<file path="config.mk">
export PLATFORM = sky130hd
export DESIGN_NAME = v_inst_queue
export DESIGN_NICKNAME = d
export VERILOG_FILES = /design/src/rtl/v_inst_queue.sv
export SDC_FILE = /design/constraint.sdc
export NUM_CORES = 1
export LEC_CHECK = 0
export BUFFER_PORTS_ARGS = -buffer_cell sky130_fd_sc_hd__buf_2
export CAP_MARGIN = 15
export CORE_MARGIN = 3
export CORE_UTILIZATION = 30
export DETAILED_ROUTE_END_ITERATION = 10
export PLACE_DENSITY = 0.53
export SLEW_MARGIN = 40
export SYNTH_ARGS = -nofsm -noshare
export SYNTH_HDL_FRONTEND = slang
export SYNTH_SLANG_ARGS = --single-unit
</file>
<file path="constraint.sdc">
create_clock -name clk -period 4.16 [get_ports clk]
set_clock_uncertainty 0.15 [all_clocks]
set_input_delay 0.416 -clock clk [delete_from_list [all_inputs] [get_ports clk]]
set_output_delay 0.416 -clock clk [all_outputs]
set_load 0.05 [all_outputs]
</file>
<file path="src/rtl/v_inst_queue.sv">
`default_nettype none
// ============================================================================
// v_inst_queue: vector instruction issue queue, one registered issue or NOP/cycle
// Rev 1.0
// ============================================================================
module v_inst_queue #(
  parameter int                DEPTH    = 4,
  parameter int                INST_W   = 32,
  parameter logic [INST_W-1:0] NOP_INST = '0
) (
  input  logic                       clk,
  input  logic                       rst,
  input  logic                       enq_valid_i,
  output logic                       enq_ready_o,
  input  logic [INST_W-1:0]          enq_inst_i,
  input  logic                       stall_i,
  input  logic                       flush_i,
  output logic [INST_W-1:0]          inst_o,
  output logic                       inst_valid_o,
  output logic [$clog2(DEPTH):0]     count_o,
  output logic                       empty_o,
  output logic                       full_o
);

  localparam int AW = $clog2(DEPTH);
  localparam int PW = AW + 1;

  logic [INST_W-1:0] mem_q [DEPTH];
  logic [PW-1:0]     wr_ptr_q, wr_ptr_d;
  logic [PW-1:0]     rd_ptr_q, rd_ptr_d;
  logic [INST_W-1:0] inst_q, inst_d;
  logic              inst_valid_q, inst_valid_d;
  logic              accept, pop;

  // Wrap bit distinguishes full from empty when the low pointer bits match.
  assign empty_o     = (wr_ptr_q == rd_ptr_q);
  assign full_o      = (wr_ptr_q[AW-1:0] == rd_ptr_q[AW-1:0]) &&
                       (wr_ptr_q[AW] != rd_ptr_q[AW]);
  assign count_o     = wr_ptr_q - rd_ptr_q;
  assign enq_ready_o = !full_o && !flush_i && !rst;
  assign accept      = enq_valid_i && enq_ready_o;
  assign pop         = !empty_o && !stall_i && !flush_i;

  assign inst_o       = inst_q;
  assign inst_valid_o = inst_valid_q;

  always_comb begin
    wr_ptr_d     = wr_ptr_q;
    rd_ptr_d     = rd_ptr_q;
    inst_d       = NOP_INST;
    inst_valid_d = 1'b0;
    if (flush_i) begin
      wr_ptr_d = '0;
      rd_ptr_d = '0;
    end else begin
      if (accept) wr_ptr_d = wr_ptr_q + 1'b1;
      if (pop) begin
        rd_ptr_d     = rd_ptr_q + 1'b1;
        inst_d       = mem_q[rd_ptr_q[AW-1:0]];
        inst_valid_d = 1'b1;
      end
    end
  end

  always_ff @(posedge clk or posedge rst) begin
    if (rst) begin
      wr_ptr_q     <= '0;
      rd_ptr_q     <= '0;
      inst_q       <= NOP_INST;
      inst_valid_q <= 1'b0;
    end else begin
      wr_ptr_q     <= wr_ptr_d;
      rd_ptr_q     <= rd_ptr_d;
      inst_q       <= inst_d;
      inst_valid_q <= inst_valid_d;
    end
  end

  // Storage is deliberately unreset; the pointers alone decide what is live.
  always_ff @(posedge clk) begin
    if (accept) mem_q[wr_ptr_q[AW-1:0]] <= enq_inst_i;
  end

endmodule
`default_nettype wire
</file>
==> results.json <==
{
  "power_density_nw_per_um2": 528,
  "leakage_nw": 2.81,
  "yosysWarningCount": 0,
  "numCtsBuffers": 17,
  "clk_pin_slew_ps": 60,
  "place.gp.congestion": 0.643,
  "hold_viol": 0,
  "drt_iter0_drc": 172,
  "min_path_type": "in -> reg",
  "final-setup-viol-count": 0,
  "overflow": 0,
  "maxClockFrequency_mhz": 384,
  "die_w_um": 150,
  "via_count": 2886,
  "synthTopCellsByArea": "edfxtp_1 62%, dfrtp_1 16%, mux4_2 12%, nor2b_1 2.9%, ha_1 1.4%",
  "relSlewSlack": 0.477,
  "grt.total_usage": 0.110,
  "fin_setup_tns_ps": 0,
  "grt_max_degree": 40,
  "start_util": 0.311,
  "synth_most_common_cell": "edfxtp_1",
  "cp.arrival_ps": 2040,
  "avgSynthCellArea_um2": 21.3,
  "cap_violations": 0,
  "via_per_inst": 4.41,
  "fin_ws_ps": 1550,
  "ys_ff_latch": 167,
  "fillCellCount": 1855,
  "drv_slew": 0,
  "crit_type": "reg -> out",
  "ys_seq_area_frac": 0.777,
  "clock-sinks": 167,
  "die_y_um": 150,
  "cts_buffer_depth": 2,
  "num_rows": 51,
  "ir_drop_mv": 0.255,
  "period_share": 0.626,
  "routedWlPerCell_um": 17.7,
  "syn_area_um2": 6200,
  "crit_fanout": 35,
  "pin_count": 76,
  "grt_pass1_vias": 3082,
  "first_pass_iters": 4,
  "synthFlopType": "edfxtp_1",
  "insertion_delay_ps": 410,
  "cts_hold_buffers": 1,
  "syn_inst": 291,
  "whs_ps": 64.4,
  "dieArea_um2": 22400,
  "post_cts.repair.setup_buffers": 0,
  "synth_common_cells": "128 x edfxtp_1, 39 x dfrtp_1, 32 x mux4_2",
  "cts_tree": "done",
  "ant_nets": 0,
  "synth_fp_nets": 336,
  "htreeDepth": 4,
  "synth_top_area_share": 0.620,
  "dp_slack_ps": 1880,
  "worst_pin_slew_ps": 785,
  "place_area_um2": 6860,
  "post_cts_resized": 0,
  "rsz0062_at_grt": "no",
  "async_flop_share": 0.234,
  "antenna_found_initial": 3,
  "core_um2": 19900,
  "n_antenna_cell": 0,
  "finalInstanceArea_um2": 7510,
  "crit_required_ps": 3590,
  "io_buffers": 75,
  "crit_path_end_kind": "output port",
  "fin_crit_ps": 2610,
  "grt_pass1_wl_um": 17800,
  "start_kind": "flop",
  "layout.nets": 421,
  "status": "finished clean",
  "drive_above_1_share": 0.396,
  "drc_errors": 0,
  "cts_root_buf": "clkbuf_16",
  "synth_enable_flop_cells": 128,
  "wirelength_um": 11600,
  "dpl.hpwl_um": 6590,
  "yosysUniqueCellTypes": 29,
  "area_growth_pct": 21.2,
  "synth_top_area_cell": "edfxtp_1"
}
## cell families after synthesis
group           count (synthesis)  synth area share
simple gates                   49            0.0484
flops                         167             0.777
compound gates                  6           0.00848
fa+ha+maj                       8            0.0174
mux                            38             0.127
xor+xnor                        2           0.00404
buf+inv                        21            0.0178
## registers in the layout, summed over array words and instances, names as in the netlist
name and cells:
wr_ptr_q 3, mem_q 128, inst_o 32, inst_valid_o 1, rd_ptr_q 3
## final cells by class
type | instances | area (um^2) | area share
sequential | 167 | 4820 | 0.642
timing repair buffer | 78 | 400 | 0.0533
inverter | 9 | 38.8 | 0.00516
multi-input combinational | 103 | 1280 | 0.170
tap | 265 | 332 | 0.0441
clock inverter | 13 | 201 | 0.0268
clock buffer | 19 | 443 | 0.0589
## stage by stage
step | util | cells | power (mW)
after floorplan | - | 291 | 2.21
after global placement | 0.344 | 621 | 2.31
after detailed placement | 0.345 | 621 | 2.32
after CTS | 0.377 | 654 | 4.02
after global routing | 0.377 | 654 | 4.12
final | 0.377 | 654 | 3.96
## path summary, 6_finish.rpt
check	startpoint	endpoint	slack (ps)	depth (start not counted)
worst min register to register	wr_ptr_q[2]	wr_ptr_q[2]	390	1
min in group asynchronous	rst	inst_o[4]	470	3
worst max register to register	wr_ptr_q[0]	mem_q[1][10]	1890	5
max in group asynchronous	rst	rd_ptr_q[0]	3000	3
worst max-delay path	rd_ptr_q[1]	count_o[2]	1550	4
worst min-delay path	enq_inst_i[31]	mem_q[0][31]	60	1
## worst max-delay path, cell delays in order, from the launching register on
cell and delay, ps:
dfrtp_2 400, buf_4 300, fa_1 470, xnor2_1 170, buf_2 280
## report_power, final
part	switching, mW	internal (mW)
combinational	0.265	0.157
clock	0.613	1.08
sequential	0.0111	1.84
total	0.888	3.08
## metal layers
| metal | track usage | vias to the layer above | wire length [um] |
|---|---|---|---|
| li1 | - | 1295 | - |
| met1 | 0.138 | 1493 | 4990 |
| met2 | 0.174 | 68 | 5680 |
| met3 | 0.0394 | 24 | 671 |
| met4 | 0.0453 | 6 | 208 |
| met5 | 0 | - | 41 |
## placed cells by master (no fill, tap or decap), types with 2 or more instances in the layout
cell          n
and2b_1       2
mux2i_1       3
mux4_2       32
ha_1          7
inv_4         2
buf_2        75
clkinv_2      3
dfrtp_1      37
nor2_1        5
nor2b_1      29
dfrtp_2       2
and2_4        3
nand2b_1      4
buf_4         2
clkinvlp_4    2
mux2_2        3
nor2b_2       3
bufinv_16     5
clkbuf_16    17
inv_1         7
edfxtp_1    128
Power figures use the tool's default switching activity.
